[src/rtl/des_pkg.sv]
// des_pkg: DES key-schedule tables, shift table, state type and rotation helpers
package des_pkg;
  typedef enum logic {IDLE, GEN} state_t;
  localparam int PC1 [56] = '{
    57, 49, 41, 33, 25, 17,  9,
     1, 58, 50, 42, 34, 26, 18,
    10,  2, 59, 51, 43, 35, 27,
    19, 11,  3, 60, 52, 44, 36,
    63, 55, 47, 39, 31, 23, 15,
     7, 62, 54, 46, 38, 30, 22,
    14,  6, 61, 53, 45, 37, 29,
    21, 13,  5, 28, 20, 12,  4
  };
  localparam int PC2 [48] = '{
    14, 17, 11, 24,  1,  5,
     3, 28, 15,  6, 21, 10,
    23, 19, 12,  4, 26,  8,
    16,  7, 27, 20, 13,  2,
    41, 52, 31, 37, 47, 55,
    30, 40, 51, 45, 33, 48,
    44, 49, 39, 56, 34, 53,
    46, 42, 50, 36, 29, 32
  };
  localparam int S [16] = '{1, 1, 2, 2, 2, 2, 2, 2, 1, 2, 2, 2, 2, 2, 2, 1};
  function automatic logic [27:0] rotl(input logic [27:0] x, input logic two);
    return two ? {x[25:0], x[27:26]} : {x[26:0], x[27]};
  endfunction
  function automatic logic [27:0] rotr(input logic [27:0] x, input logic two);
    return two ? {x[1:0], x[27:2]} : {x[0], x[27:1]};
  endfunction
endpackage

[src/rtl/des_pc1.sv]
// des_pc1: permuted choice 1, 64-bit key to C||D with CD bit 1 at the MSB
module des_pc1
  import des_pkg::*;
(
  input  logic [64:1] key,
  output logic [55:0] cd
);
  logic unused_parity;
  assign unused_parity = ^{key[8], key[16], key[24], key[32], key[40], key[48], key[56], key[64]};
  for (genvar i = 0; i < 56; i++) begin : g_bit
    assign cd[55-i] = key[PC1[i]];
  end
endmodule

[src/rtl/des_pc2.sv]
// des_pc2: permuted choice 2, C||D (CD bit 1 at the MSB) to a 48-bit subkey
module des_pc2
  import des_pkg::*;
(
  input  logic [55:0] cd,
  output logic [48:1] subkey
);
  for (genvar i = 0; i < 48; i++) begin : g_bit
    assign subkey[i+1] = cd[56-PC2[i]];
  end
endmodule

[src/rtl/des_key_schedule.sv]
// des_key_schedule: streams the 16 DES round subkeys, forward or reversed, per accepted key
module des_key_schedule
  import des_pkg::*;
#(
  parameter int PARITY_CHECK = 0
) (
  input  logic        clk,
  input  logic        rst,
  input  logic        key_valid,
  output logic        key_ready,
  input  logic [64:1] key,
  input  logic        decrypt,
  input  logic        flush,
  output logic        subkey_valid,
  input  logic        subkey_ready,
  output logic [48:1] subkey,
  output logic [3:0]  round,
  output logic        last,
  output logic        parity_err
);
  state_t state;
  logic [27:0] c, d;
  logic dec, two, even_byte;
  logic [55:0] pc1_cd;
  des_pc1 u_pc1 (.key(key), .cd(pc1_cd));
  des_pc2 u_pc2 (.cd({c, d}), .subkey(subkey));
  assign key_ready = state == IDLE;
  assign subkey_valid = state == GEN;
  assign last = subkey_valid && round == 4'd15;
  assign two = S[dec ? 4'd15 - round : round + 4'd1] == 2;
  // any key byte with an even number of ones violates DES odd parity
  always_comb begin
    even_byte = 1'b0;
    for (int k = 0; k < 8; k++) even_byte = even_byte | ~^key[8*k+1 +: 8];
  end
  // encrypt preloads C1/D1; decrypt starts from C16 = C0 and walks backwards
  always_ff @(posedge clk) begin
    if (rst) begin
      state <= IDLE;
      round <= '0;
      c <= '0;
      d <= '0;
      dec <= 1'b0;
      parity_err <= 1'b0;
    end else if (state == IDLE) begin
      if (key_valid) begin
        state <= GEN;
        round <= '0;
        dec <= decrypt;
        c <= decrypt ? pc1_cd[55:28] : rotl(pc1_cd[55:28], 1'b0);
        d <= decrypt ? pc1_cd[27:0] : rotl(pc1_cd[27:0], 1'b0);
        parity_err <= PARITY_CHECK != 0 && even_byte;
      end
    end else if (flush) begin
      state <= IDLE;
      round <= '0;
    end else if (subkey_ready) begin
      if (last) begin
        state <= IDLE;
        round <= '0;
      end else begin
        round <= round + 4'd1;
        c <= dec ? rotr(c, two) : rotl(c, two);
        d <= dec ? rotr(d, two) : rotl(d, two);
      end
    end
  end
endmodule

[config.mk]
export PLATFORM = sky130hd
export DESIGN_NAME = des_key_schedule
export DESIGN_NICKNAME = d
export VERILOG_FILES = /design/src/rtl/des_pkg.sv /design/src/rtl/des_pc1.sv /design/src/rtl/des_pc2.sv /design/src/rtl/des_key_schedule.sv
export SDC_FILE = /design/constraint.sdc
export NUM_CORES = 1
export LEC_CHECK = 0
export ABC_AREA = 1
export CORE_AREA = 5 5 120 167
export CTS_CLUSTER_SIZE = 14
export DETAILED_ROUTE_END_ITERATION = 7
export DIE_AREA = 0 0 125 172
export GPL_TIMING_DRIVEN = 0
export PLACE_DENSITY = 0.56
export SKIP_CTS_REPAIR_TIMING = 1
export SYNTH_ARGS = -nofsm -noshare
export SYNTH_HDL_FRONTEND = slang
export SYNTH_SLANG_ARGS = --single-unit
[constraint.sdc]
create_clock -name clk -period 2.2 [get_ports clk]
set_input_delay 0.44 -clock clk [delete_from_list [all_inputs] [get_ports clk]]
set_output_delay 0.44 -clock clk [all_outputs]
set_load 0.05 [all_outputs]
# After elaboration in Yosys (flattened, before gate mapping)
# Memory sizes are Yosys's and may differ from the RTL's.
# Index checks and enable logic that the tools add are counted.
# classes
add_sub_neg	2
n_lt_le_gt_ge	1
n_eq_ne	6
muxes	31
bitwise_logic	2
n_reduce_logical	5
# op_table
cell	n
28-bit 2-to-1 mux	18
32-bit 2-to-1 mux	2
32-bit by 3-bit equality test with 1-bit output (second input constant)	1
4-bit 2-to-1 mux	6
2-bit inequality test (second input constant)	3
5-bit >= comparator (second input constant)	1
1-bit 2-to-1 mux	5
4-bit inverter with 5-bit output	1
4-bit by 1-bit adder with 4-bit output (second input constant)	1
4-bit equality test (second input constant)	1
2-bit AND reduction	2
4-bit AND reduction	1
4-bit subtractor (first input constant)	1
3-bit inequality test (second input constant)	1
2-bit nonzero test	1
1-bit logical AND	1
1-bit inverter	1
# totals
ff_bits	62
rom_bits	512
in_bits	70
output_inout_bits	56
word_cells	53
mem_count	1
# mem_list
memory	depth	width	read_ports	rd_clocked_by_memory_dff	wr	line	source
(name not given)	16	32	1	0	0	des_key_schedule.sv:30	assign two = S[dec ? 4'd15 - round : round + 4'd1] == 2;

# Depth between registers and ports, before layout
# logic_depth
word_depth	13
depth_mapped	13
ltp_nobuf	11

# Hierarchy
# A second synthesis with hierarchy kept.
# unflattened
hier_cells	977
area_unflattened_um2	5724.2
# modules_own_cells
module	instances	cells_each	area_each_um2	seq_area_each_um2
des_key_schedule	1	873	4943.5	1241.2
des_pc1	1	56	420.4	0.0
des_pc2	1	48	360.3	0.0

# Worst setup path after synthesis
# OpenSTA, ideal clock, no wires.
# synth_timing
path_type	register to output
start	reg state (netlist: subkey_valid)
end	out last
arrival_ns	2.122
t_required_ns	1.760
slack_ns	-0.362
path_stages_with_launch	5
n_path_buf	2
cell_sequence	dfxtp_1 -> inv_2 -> clkbuf_1 -> clkbuf_1 -> nor2_1
# synth_via
elab_chain_len	1
# synth_rtl
item	line	source
start: declaration	des_key_schedule.sv:21	state_t state;
start signal: assignment	des_key_schedule.sv:39	state <= IDLE;
start signal: assignment	des_key_schedule.sv:47	state <= GEN;
start signal: assignment	des_key_schedule.sv:55	state <= IDLE;
1-bit logical AND	des_key_schedule.sv:29	assign last = subkey_valid && round == 4'd15;
end: declaration	des_key_schedule.sv:18	output logic last,
# No other way between the ends.

# Worst setup path in the final report
# layout_timing
start	reg d[1]
end	out subkey[30] in the netlist's numbering
# layout_rtl
item	line	source
start: declaration	des_key_schedule.sv:22	logic [27:0] c, d;
start signal: assignment	des_key_schedule.sv:51	d <= decrypt ? pc1_cd[27:0] : rotl(pc1_cd[27:0], 1'b0);
start signal: assignment	des_key_schedule.sv:64	d <= dec ? rotr(d, two) : rotl(d, two);
end: declaration	des_key_schedule.sv:16	output logic [48:1] subkey,
# No word-level cell between the ends.

==> flow_summary.toml <==
[outcome]
outcome = "finished clean"

[routing]
via_per_inst = 5.213
drtPass1Iterations = 6
wl_um = 20550
wl_per_cell_um = 15.83
num_vias = 6767
drtAntennaViolNets = 0
drc = 0
drt_iter0_drc = 549

[setup_path]
r2r_cells = 10
critPathMaxFanout = 5
start_kind = "flip-flop"
critPathKind = "flip-flop to output pin"
end_kind = "output pin"
required_ns = 1.76
critical_path_arrival_ns = 1.72

[synthesis]
synth-seq-area-share = 0.2307
yosysTopAreaCell = "dfxtp_1"
synthCells = 924
ys_warn_count = 0
synthTopCellsByArea = "dfxtp_1 23%, nand3_1 16%, nor2_1 12%, o21ai_0 10%, nand2_1 8.9%"
synth_fp_nets = 995
yosysUniqueCellTypes = 23
synth_top_area_share = 0.2307
synth_area_per_cell_um2 = 5.823
yosysMostFrequentCell = "nor2_1"
syn_area_um2 = 5380
synth_ff_type = "dfxtp_1"
synthArstFlopShare = 0
ys_ff_latch = 62
synth_common_cells = "176 x nor2_1, 171 x nand3_1, 127 x nand2_1"
synth-edff-count = 0

[global_routing]
grt_pass1_wl_um = 32730
track_usage = 0.1845
grt_overflow = 0
grt_pass1_vias = 6510
grt_antenna_before_repair = 0
grt_max_degree = 11

[timing]
slew_viol_final = 0
finalSetupViolations = 0
period_needed_ns = 2.163
clock_skew_ns = 0.005510
slew_headroom = 0.5950
rsz0062_at_grt = "false"
tns_ns = 0
fmax_mhz = 462.4
worst_slew_pin_slew_ns = 0.6011
period_share = 0.9830
hold_viol_final = 0
setup_slack_ns = 0.03730

[place]
place_area_um2 = 6845
hpwlAfterDp_um = 15390
pre_cts_ws_ns = -0.4202
place_inst = 1283
port_buffers = 115
gp_congestion = 0.8720

[flow_run]
maxCapViolCount = 0

[clocking]
htreeDepth = 3
cts_tree = "yes"
numCtsBuffers = 9
worstSkewPairLatency_ns = 0.34
cts_max_path_buffers = 2
clockRootBuffer = "clkbuf_16"
clk_pin_slew_ns = 0.06
clock_sinks = 62

[die]
chipHeight_um = 172
coreArea_um2 = 18380
rows = 59
die_area_um2 = 21500
pin_count = 126
die_x_um = 125
start_util = 0.2927

[power]
comb_power_share = 0.431
p_int_mw = 2.834
pwr-share-seq = 0.292
p_switching_mw = 2.025
clkPwrFrac = 0.277
irDropWorstVdd_mv = 0.3802
p_per_area_nw_per_um2 = 682.8
leakage_nw = 2.952
swShare = 0.4167

[cells_and_area]
syn2layout_area_growth_pct = 32.26
antenna_cells = 0
stdcell_count = 1298
nets = 1120
nFillCells = 2042
layout-drive-gt1-share = 0.1091
final_cell_area_um2 = 7116
final_core_util = 0.3871

[worst_hold_path]
hold_depth = 2
hold_path_class = "flip-flop to flip-flop"
## final timing paths
check	from	slack (ns)	endpoint
min	round[0]$_SDFFE_PP0P_	0.55	round[0]$_SDFFE_PP0P_
max	d[1]$_SDFFE_PP0P_	0.04	subkey[30]
min reg2reg	round[0]$_SDFFE_PP0P_	0.55	round[0]$_SDFFE_PP0P_
max reg2reg	round[0]$_SDFFE_PP0P_	0.20	d[24]$_SDFFE_PP0P_
## metal layers
metal	wire length (µm)	GRT usage	part of all wire	vias up
met5	0	0	0	-
met4	546	0.07972	0.027	0
met3	1116	0.02627	0.054	30
met2	10840	0.3491	0.53	258
met1	8042	0.2057	0.39	3115
li1	-	-	-	3364
## worst max-delay path, cell delays in order (launching register included)
cell             delay [ns]
dfxtp_1                0.45
buf_4                  0.15
clkdlybuf4s50_1        0.79
## stage by stage
step | power [mW] | hold slack (ns)
after global routing | 5.144 | 0.5866
after CTS | 4.879 | 0.5509
after global placement | 3.534 | 0.5408
after floorplan | 2.861 | 0.5185
final | 4.858 | 0.5487
after detailed placement | 3.530 | 0.5436
## layout make-up
cell class,count,area [µm²],share of cell area
buffer,131,770.7,0.1083
clock buffer,12,246.5,0.03464
clock inverter,4,22.52,0.003165
inverter,15,56.30,0.007913
multi-input combinational,715,3317,0.4662
sequential,62,1244,0.1748
tap,244,305.3,0.04290
timing repair buffer,115,1154,0.1621
## cells by family (layout without fill, tap and decap cells)
| group | Yosys count | in the layout | synth area share |
|---|---|---|---|
| adder cells (fa/ha/maj) | 1 | 1 | 0.002325 |
| AND/OR/NAND/NOR | 479 | 479 | 0.3802 |
| flip-flops | 62 | 62 | 0.2307 |
| buffers and inverters | 147 | 277 | 0.1542 |
| other | 1 | 1 | 0.0006970 |
| XOR/XNOR | 1 | 1 | 0.001628 |
| AO/OA/AOI/OAI | 233 | 233 | 0.2302 |
## state kept, by name, summed over array words and instances, names as in the netlist
register,cells
subkey_valid,1
dec,1
round,4
c,28
d,28
## cell usage in the layout (no fill, tap or decap), types with 2 or more instances in the layout
cell type	n
inv_1	8
dlymetal6s2s_1	5
nor2_1	175
clkinv_2	3
buf_6	5
clkbuf_16	9
clkdlybuf4s50_1	108
dfxtp_2	2
nand3_2	3
nand3_1	171
a31oi_1	51
clkbuf_2	3
o21ai_0	111
inv_2	7
buf_4	57
buf_1	3
nand2_1	127
clkbuf_1	46
o21ai_1	4
a21oi_1	64
buf_2	21
dfxtp_1	60
a211oi_1	2
## power groups by stage
stage / logic [mW] / clock network [mW] / registers, mW
2_1_floorplan: 1.47 / 0 / 1.39
3_3_place_gp: 2.09 / 0 / 1.44
3_5_place_dp: 2.09 / 0 / 1.44
4_1_cts: 2.10 / 1.36 / 1.42
5_1_grt: 2.29 / 1.41 / 1.44
6_report: 2.09 / 1.35 / 1.42
No activity file was read; power rests on OpenSTA's default activity.
